$ cat src/rtl/ddr4_refresh_scheduler.sv
// ddr4_refresh_scheduler
// Credit-based DDR4 refresh engine. One credit is earned every TREFI cycles.
// Credits are postponed while the controller is busy, up to MAX_POSTPONE.
// Once the command bus is granted, the engine closes open banks (PREA),
// waits tRP, issues REF and waits tRFC before it hands the bus back.
`timescale 1ns/1ps

module ddr4_refresh_scheduler #(
    parameter int BANKS        = 8,
    parameter int TREFI        = 7800,
    parameter int TRFC         = 350,
    parameter int TRP          = 15,
    parameter int MAX_POSTPONE = 8,
    localparam int OW          = $clog2(MAX_POSTPONE + 1)
) (
    input  logic             clk_in,
    input  logic             rst_in,
    input  logic             busy_in,
    input  logic [BANKS-1:0] open_banks_in,
    input  logic             grant_in,
    output logic             req_out,
    output logic             cmd_valid_out,
    output logic [1:0]       cmd_out,
    output logic             refresh_active_out,
    output logic             urgent_out,
    output logic [OW-1:0]    owed_out,
    output logic             overflow_out
);

    // Interval counter width and shared wait-counter width.
    localparam int CW       = (TREFI > 1) ? $clog2(TREFI) : 1;
    localparam int WAIT_MAX = (TRP > TRFC) ? TRP : TRFC;
    localparam int WW       = $clog2(WAIT_MAX + 1);

    localparam logic [1:0] CMD_NOP  = 2'b00;
    localparam logic [1:0] CMD_PREA = 2'b01;
    localparam logic [1:0] CMD_REF  = 2'b10;

    typedef enum logic [2:0] {
        ST_IDLE      = 3'd0,
        ST_REQ       = 3'd1,
        ST_PRE       = 3'd2,
        ST_TRP_WAIT  = 3'd3,
        ST_REF       = 3'd4,
        ST_TRFC_WAIT = 3'd5
    } state_t;

    state_t          state_reg;
    state_t          state_next;
    logic [WW-1:0]   wait_reg;
    logic [WW-1:0]   wait_next;
    logic [CW-1:0]   cnt_reg;
    logic [CW-1:0]   cnt_next;
    logic [OW-1:0]   owed_reg;
    logic [OW-1:0]   owed_next;
    logic            ovf_reg;
    logic            ovf_next;

    logic            tick;
    logic            done_pulse;
    logic            saturated;
    logic            any_open;

    // OR-reduce the open-bank mask as a simple chain; only consulted in the
    // REQ cycle where the grant is accepted.
    logic [BANKS:0]  open_chain;

    assign open_chain[0] = 1'b0;

    generate
        for (genvar gi = 0; gi < BANKS; gi++) begin : g_open_chain
            assign open_chain[gi+1] = open_chain[gi] | open_banks_in[gi];
        end
    endgenerate

    assign any_open = open_chain[BANKS];

    // A tick is the last cycle of each refresh interval.
    assign tick       = (cnt_reg == CW'(TREFI - 1));
    // Completion is the final cycle of the tRFC wait.
    assign done_pulse = (state_reg == ST_TRFC_WAIT) && (wait_reg <= WW'(1));
    assign saturated  = (owed_reg == OW'(MAX_POSTPONE));

    // Interval counter wraps at TREFI-1.
    always_comb begin
        cnt_next = cnt_reg + CW'(1);
        if (tick) begin
            cnt_next = '0;
        end
    end

    // Credit bookkeeping: a tick coinciding with a completion cancels out
    // before saturation is even considered, so overflow cannot fire then.
    always_comb begin
        owed_next = owed_reg;
        ovf_next  = ovf_reg;
        if (tick && done_pulse) begin
            owed_next = owed_reg;
        end else if (tick) begin
            if (saturated) begin
                ovf_next = 1'b1;
            end else begin
                owed_next = owed_reg + OW'(1);
            end
        end else if (done_pulse && (owed_reg != '0)) begin
            owed_next = owed_reg - OW'(1);
        end
    end

    // Interval counter and credit registers.
    always_ff @(posedge clk_in) begin
        if (rst_in) begin
            cnt_reg  <= '0;
            owed_reg <= '0;
            ovf_reg  <= 1'b0;
        end else begin
            cnt_reg  <= cnt_next;
            owed_reg <= owed_next;
            ovf_reg  <= ovf_next;
        end
    end

    // FSM state register together with the wait counter it owns.
    always_ff @(posedge clk_in) begin
        if (rst_in) begin
            state_reg <= ST_IDLE;
            wait_reg  <= '0;
        end else begin
            state_reg <= state_next;
            wait_reg  <= wait_next;
        end
    end

    // Next-state logic; wait counters load on entry and count down to 1.
    always_comb begin
        state_next = state_reg;
        wait_next  = wait_reg;
        unique case (state_reg)
            ST_IDLE: begin
                // Urgency overrides a busy controller.
                if ((owed_reg != '0) && (!busy_in || saturated)) begin
                    state_next = ST_REQ;
                end
            end
            ST_REQ: begin
                // Once requested, only a grant moves us on; busy is ignored.
                if (grant_in) begin
                    state_next = any_open ? ST_PRE : ST_REF;
                end
            end
            ST_PRE: begin
                state_next = ST_TRP_WAIT;
                wait_next  = WW'(TRP);
            end
            ST_TRP_WAIT: begin
                if (wait_reg <= WW'(1)) begin
                    state_next = ST_REF;
                end else begin
                    wait_next = wait_reg - WW'(1);
                end
            end
            ST_REF: begin
                state_next = ST_TRFC_WAIT;
                wait_next  = WW'(TRFC);
            end
            ST_TRFC_WAIT: begin
                if (wait_reg <= WW'(1)) begin
                    state_next = ST_IDLE;
                end else begin
                    wait_next = wait_reg - WW'(1);
                end
            end
            default: begin
                state_next = ST_IDLE;
                wait_next  = '0;
            end
        endcase
    end

    // Outputs decode registered state only, so they never depend on inputs
    // within the same cycle.
    always_comb begin
        req_out            = (state_reg == ST_REQ);
        cmd_valid_out      = (state_reg == ST_PRE) || (state_reg == ST_REF);
        cmd_out            = CMD_NOP;
        if (state_reg == ST_PRE) begin
            cmd_out = CMD_PREA;
        end else if (state_reg == ST_REF) begin
            cmd_out = CMD_REF;
        end
        refresh_active_out = (state_reg == ST_PRE)      ||
                             (state_reg == ST_TRP_WAIT) ||
                             (state_reg == ST_REF)      ||
                             (state_reg == ST_TRFC_WAIT);
        urgent_out         = saturated;
        owed_out           = owed_reg;
        overflow_out       = ovf_reg;
    end

endmodule

$ cat config.mk
export PLATFORM = sky130hd
export DESIGN_NAME = ddr4_refresh_scheduler
export DESIGN_NICKNAME = d
export VERILOG_FILES = /design/src/rtl/ddr4_refresh_scheduler.sv
export SDC_FILE = /design/constraint.sdc
export NUM_CORES = 1
export LEC_CHECK = 0
export CAP_MARGIN = 10
export CORE_ASPECT_RATIO = 1.2
export CORE_MARGIN = 2
export CORE_UTILIZATION = 49
export DETAILED_ROUTE_END_ITERATION = 10
export GPL_TIMING_DRIVEN = 0
export PLACE_DENSITY = 0.77
export SYNTH_ARGS = -nofsm -noshare
export SYNTH_HDL_FRONTEND = slang
export SYNTH_SLANG_ARGS = --single-unit
$ cat constraint.sdc
create_clock -name clk_in -period 2.4 [get_ports clk_in]
set_clock_uncertainty 0.1 [all_clocks]
set_input_delay 0.72 -clock clk_in [delete_from_list [all_inputs] [get_ports clk_in]]
set_output_delay 0.72 -clock clk_in [all_outputs]
set_load 0.01 [all_outputs]
Word-level counts from Yosys, hierarchy flattened

Index checks and enable logic that the tools add are counted.

Register bits after elaboration: 30
Bits of input ports: 12
Output and inout port bits: 11
Logic and storage cells: 65

Add/sub/neg operators: 4
Order comparisons: 1
Equality and inequality tests: 13
Mux-type cells: 13
Bitwise operators: 9
Reduce and logical (&&, ||, !) cells: 20

Operators by type and width:

| kind                    | count |
|---|---|
| $pmux W9 S4             | 1 |
| $pmux W3 S6             | 1 |
| $mux W3                 | 5 |
| $add A13 B1 Y13 const B | 1 |
| $eq A13 B13 Y1 const B  | 1 |
| $mux W4                 | 3 |
| $ne A2 B2 Y1 const B    | 6 |
| $le A9 B1 Y1 const B    | 1 |
| $mux W9                 | 1 |
| $sub A9 B1 Y9 const B   | 1 |
| $or A1 B1 Y1            | 7 |
| $eq A3 B2 Y1 const B    | 2 |
| $eq A3 B3 Y1 const B    | 2 |
| $reduce_and A3 Y1       | 2 |
| $reduce_or A2 Y1        | 3 |
| $logic_or A1 B1 Y1      | 5 |
| $add A4 B1 Y4 const B   | 1 |
| $eq A4 B4 Y1 const B    | 1 |
| $logic_and A1 B1 Y1     | 4 |
| $mux W2                 | 2 |
| $reduce_and A4 Y1       | 1 |
| $reduce_bool A4 Y1      | 1 |
| $sub A4 B1 Y4 const B   | 1 |
| $eq A3 B1 Y1 const B    | 1 |
| 5 further kinds         | 6 |

Depth between registers and ports, before layout

Word-level depth: 10
Gate-level depth with buffers: 10
Mapped depth without buffers: 10

Worst setup path after synthesis

OpenSTA, ideal clock, no wires.

Path type: flip-flop to flip-flop
Start point: register cnt_reg[8]
End point: register owed_reg[3] (netlist: owed_out[3])
Setup time: 86 ps
Data arrival time: 2361 ps
Data required time: 2214 ps
Path slack: -146 ps
Stages on the path, launching flop included: 10
Buffers on the path: 0
Period minus slack after synthesis: 2546 ps
Cell sequence: dfxtp_1 -> or4b_4 -> nor3_4 -> inv_1 -> ha_1 -> a21o_1 -> a21oi_1 -> nor2_1 -> a22o_1 -> a211oi_1

Word-level cells in the longest chain between the ends: 4

RTL lines:

| element                                                   | line | RTL |
|---|---|---|
| from (decl)                                               | 52   | `logic [CW-1:0] cnt_reg;` |
| from (signal assigned)                                    | 117  | `cnt_reg <= cnt_next;` |
| $eq A13 B13 Y1 *                                          | 79   | `assign tick = (cnt_reg == CW'(TREFI - 1));` |
| branches (longest 3 deep; another with $reduce_and A3 Y1) | -    |  |
| to (signal assigned)                                      | 118  | `owed_reg <= owed_next;` |
| to (decl)                                                 | 54   | `logic [OW-1:0] owed_reg;` |

Every way passes the cells marked *.
A chain may end at the register's enable or synchronous reset.

Worst setup path after layout

Start point: register cnt_reg[7]
End point: register owed_reg[3] (netlist: owed_out[3])

The elaborated chain is that of the path after synthesis.

==> impl_results.md <==
* GRT Total Usage at 21.9%
* Worst max-slew margin expressed relative to the limit at 66.8%
* Synth async-reset ratio at 0%
* RSZ-0062 raised after global routing: yes
* TritonRoute pass-1 iters at 4
* Count of buffers from port buffering at 21
* Commonest non-fill, non-tap cell in the layout: sky130_fd_sc_hd__nor2_1
* Fraction of final layout cells sized beyond drive strength 1 at 18.9%
* Result of the run: completed
* Relative area change from synthesis to final layout at 27.7%
* Clock-pin slew on the worst setup and hold paths at 0.07 ns
* Type of destination of the critical path: register
* Syn avg cell area at 8.30 um2
* Utilization after layout at 65.8%
* Number of warnings reported in the yosys synthesis log at 0
* Number of placed cells counting well taps at 267
* Setup TNS at 0 ns
* Final setup violation count at 0
* Wire length of the first global-routing pass at 6820 um
* Top-level port count at 23
* Number of max-slew violations in the final report at 0
* Hold-fix buffers, CTS at 0
* Vias per cell at 5.83
* Predominant post-synthesis flop cell: sky130_fd_sc_hd__dfxtp_1
* Pleak at 0.875 nW
* Post-route insts no fill at 280
* Required time reported for the critical path endpoint at 2.51 ns
* FP Rows at 23
* Pin count of the biggest net entering global routing at 11
* Highest ir drop seen on vdd at 0.000426 V
* Die outline width at 58.3 um
* Power density over the cells at 439 nW/um2
* Final instance area at 2220 um2
* Final cycle utilization of the critical path at 98.1%
* Startpoint type of the worst setup path: register
* Gp weighted congestion at 0.899
* Number of antenna cells inserted at 0
* Number of flops mapped to enable cells by yosys at 0
* Most frequent cells in the layout: 25 x sky130_fd_sc_hd__nor2_1, 24 x sky130_fd_sc_hd__dfxtp_1, 16 x sky130_fd_sc_hd__nand2_1
* CTS Buf Count at 5
* Final net count at 260
* Flip-flop count of the largest register, all copies and words added at 13
* Effective utilization at floorplan at 51.5%
* Register area share after synthesis at 34.6%
* Synthesized instance count at 209
* Gr ovfl total at 0
* Maximum clock frequency at 425 MHz
* Wire length per cell after detailed routing at 14.4 um
* Depth of the CTS H-tree at 2
* HPWL reported at the end of detailed placement at 2780 um
* Number of filler instances in the final layout at 286
* Core area at 3370 um2
* Total wire length after detailed routing at 4030 um
* Worst min-delay path category: register to register
* Category of the critical setup timing path: register to register
* Clk Latency, worst-skew pair at 0.29 ns
* Hold Violations, Final at 0
* Worst-path fanout max at 3
* Antenna violations before repair at 0
* Minimum setup slack among reg-to-reg paths at 0.05 ns
* Synthesis-stage register bit count at 30
* Vias post-DR at 1632
* Count of cell types in the netlist at 48
* Die outline area at 4040 um2
* Via count of the first global-routing pass at 1556
* CTS tree: yes
* Buffer cell driving the clock tree root: sky130_fd_sc_hd__clkbuf_8
* Post-DP Area at 2000 um2
* Max-cap check violation count at 0
* Clock Sink Count at 30
* Number of remaining DRC errors at 0
* Height of the die at 69.2 um
* Min Clock Period, post-route at 2.35 ns
* Post-Synthesis Cell Area at 1740 um2
* Syn_nets at 227
* Pin slew with the least headroom to its limit at 0.494 ns
* Detail Route Antenna Nets at 0
* Bufs on Longest Clock Path at 2
* Drt first-iter violations at 85
* Worst hold slack across all endpoints at 0.357 ns
* Crit path DAT at 2.47 ns
power breakdown:
group          total [mW]  internal, mW  switching (mW)
sequential          0.505         0.500         0.00521
combinational      0.0407        0.0234          0.0173
clock               0.428         0.231           0.197
worst max-delay path, cell delays in order (launching register included):
cell and delay, ns:
sky130_fd_sc_hd__dfxtp_4 0.34, sky130_fd_sc_hd__or4b_4 0.55, sky130_fd_sc_hd__nor3_4 0.18, sky130_fd_sc_hd__inv_2 0.09, sky130_fd_sc_hd__ha_4 0.21, sky130_fd_sc_hd__a21o_1 0.20, sky130_fd_sc_hd__a21oi_2 0.15, sky130_fd_sc_hd__nor2_1 0.05
sky130_fd_sc_hd__a22o_1 0.20, sky130_fd_sc_hd__a211oi_2 0.20
final timing paths:
check / from / endpoint / cells after the start
worst max register to register: cnt_reg[7]$_SDFF_PP0_ / owed_out[3]$_SDFFE_PP0P_ / 9
worst max-delay path: cnt_reg[7]$_SDFF_PP0_ / owed_out[3]$_SDFFE_PP0P_ / 9
worst min-delay path: cnt_reg[0]$_SDFF_PP0_ / cnt_reg[0]$_SDFF_PP0_ / 1
worst min register to register: cnt_reg[0]$_SDFF_PP0_ / cnt_reg[0]$_SDFF_PP0_ / 1
synthesized netlist by cell type (3+ instances only):
master | n | share of area (%)
sky130_fd_sc_hd__nor3_1 | 8 | 2.3
sky130_fd_sc_hd__dfxtp_1 | 30 | 35
sky130_fd_sc_hd__inv_1 | 10 | 2.2
sky130_fd_sc_hd__clkbuf_1 | 4 | 0.86
sky130_fd_sc_hd__ha_1 | 5 | 3.6
sky130_fd_sc_hd__o31ai_1 | 3 | 1.3
sky130_fd_sc_hd__a211oi_1 | 3 | 1.3
sky130_fd_sc_hd__xnor2_1 | 11 | 5.6
sky130_fd_sc_hd__nor2_1 | 26 | 5.6
sky130_fd_sc_hd__nand3_1 | 4 | 1.2
sky130_fd_sc_hd__nor4_1 | 4 | 1.4
sky130_fd_sc_hd__nand2_1 | 16 | 3.5
sky130_fd_sc_hd__o21ai_0 | 9 | 2.6
sky130_fd_sc_hd__nor2b_1 | 3 | 1.1
sky130_fd_sc_hd__nor3b_1 | 3 | 1.3
sky130_fd_sc_hd__nand4_1 | 9 | 3.2
sky130_fd_sc_hd__xor2_1 | 3 | 1.5
sky130_fd_sc_hd__nand2b_1 | 5 | 1.8
sky130_fd_sc_hd__a21oi_1 | 14 | 4.0
sky130_fd_sc_hd__o211ai_1 | 3 | 1.3
sky130_fd_sc_hd__and3_1 | 3 | 1.1
kinds of logic (layout without fill, tap and decap cells):
family / count (synthesis) / count (layout) / share of synthesized area, %
compound gates: 46 / 46 / 17.3
xor+xnor: 14 / 14 / 7.07
fa+ha+maj: 9 / 9 / 6.56
buf+inv: 17 / 51 / 4.61
flops: 30 / 30 / 34.6
mux: 1 / 1 / 0.577
simple gates: 92 / 92 / 29.3
per-stage QoR:
| stage | setup WS (ns) | power (mW) |
|---|---|---|
| 6_report | 0.0462 | 0.974 |
| 4_1_cts | 0.00616 | 0.984 |
| 3_3_place_gp | -0.195 | 0.557 |
| 2_1_floorplan | 0.00191 | 0.535 |
| 3_5_place_dp | -0.207 | 0.558 |
| 5_1_grt | -0.0265 | 1.02 |
routing by layer:
metal  routed length [um]  global-route usage, %  up-vias
met3                  165                   6.16        7
met5                    0                      0        -
li1                     -                      -      826
met1                 1760                   26.0      758
met4                   96                   10.9        0
met2                 2000                   35.2       41
what timing repair did:
action / 4_1_cts / 5_1_grt
setup buffers: 3 / 4
pin swaps: 2 / 6
resized for setup: 23 / 6
setup endpoints to repair: 7 / 2
cell type report:
type | count | area, um2 | area share, %
flip-flops and latches | 30 | 613 | 27.7
repair buffers | 28 | 255 | 11.5
clock inverters | 1 | 5.00 | 0.226
clock buffers | 7 | 86.3 | 3.90
well taps | 37 | 46.3 | 2.09
multi-input cells | 162 | 1120 | 50.7
inverters | 10 | 37.5 | 1.69
plain buffers | 5 | 48.8 | 2.20
No activity file was read; power rests on OpenSTA's default activity.
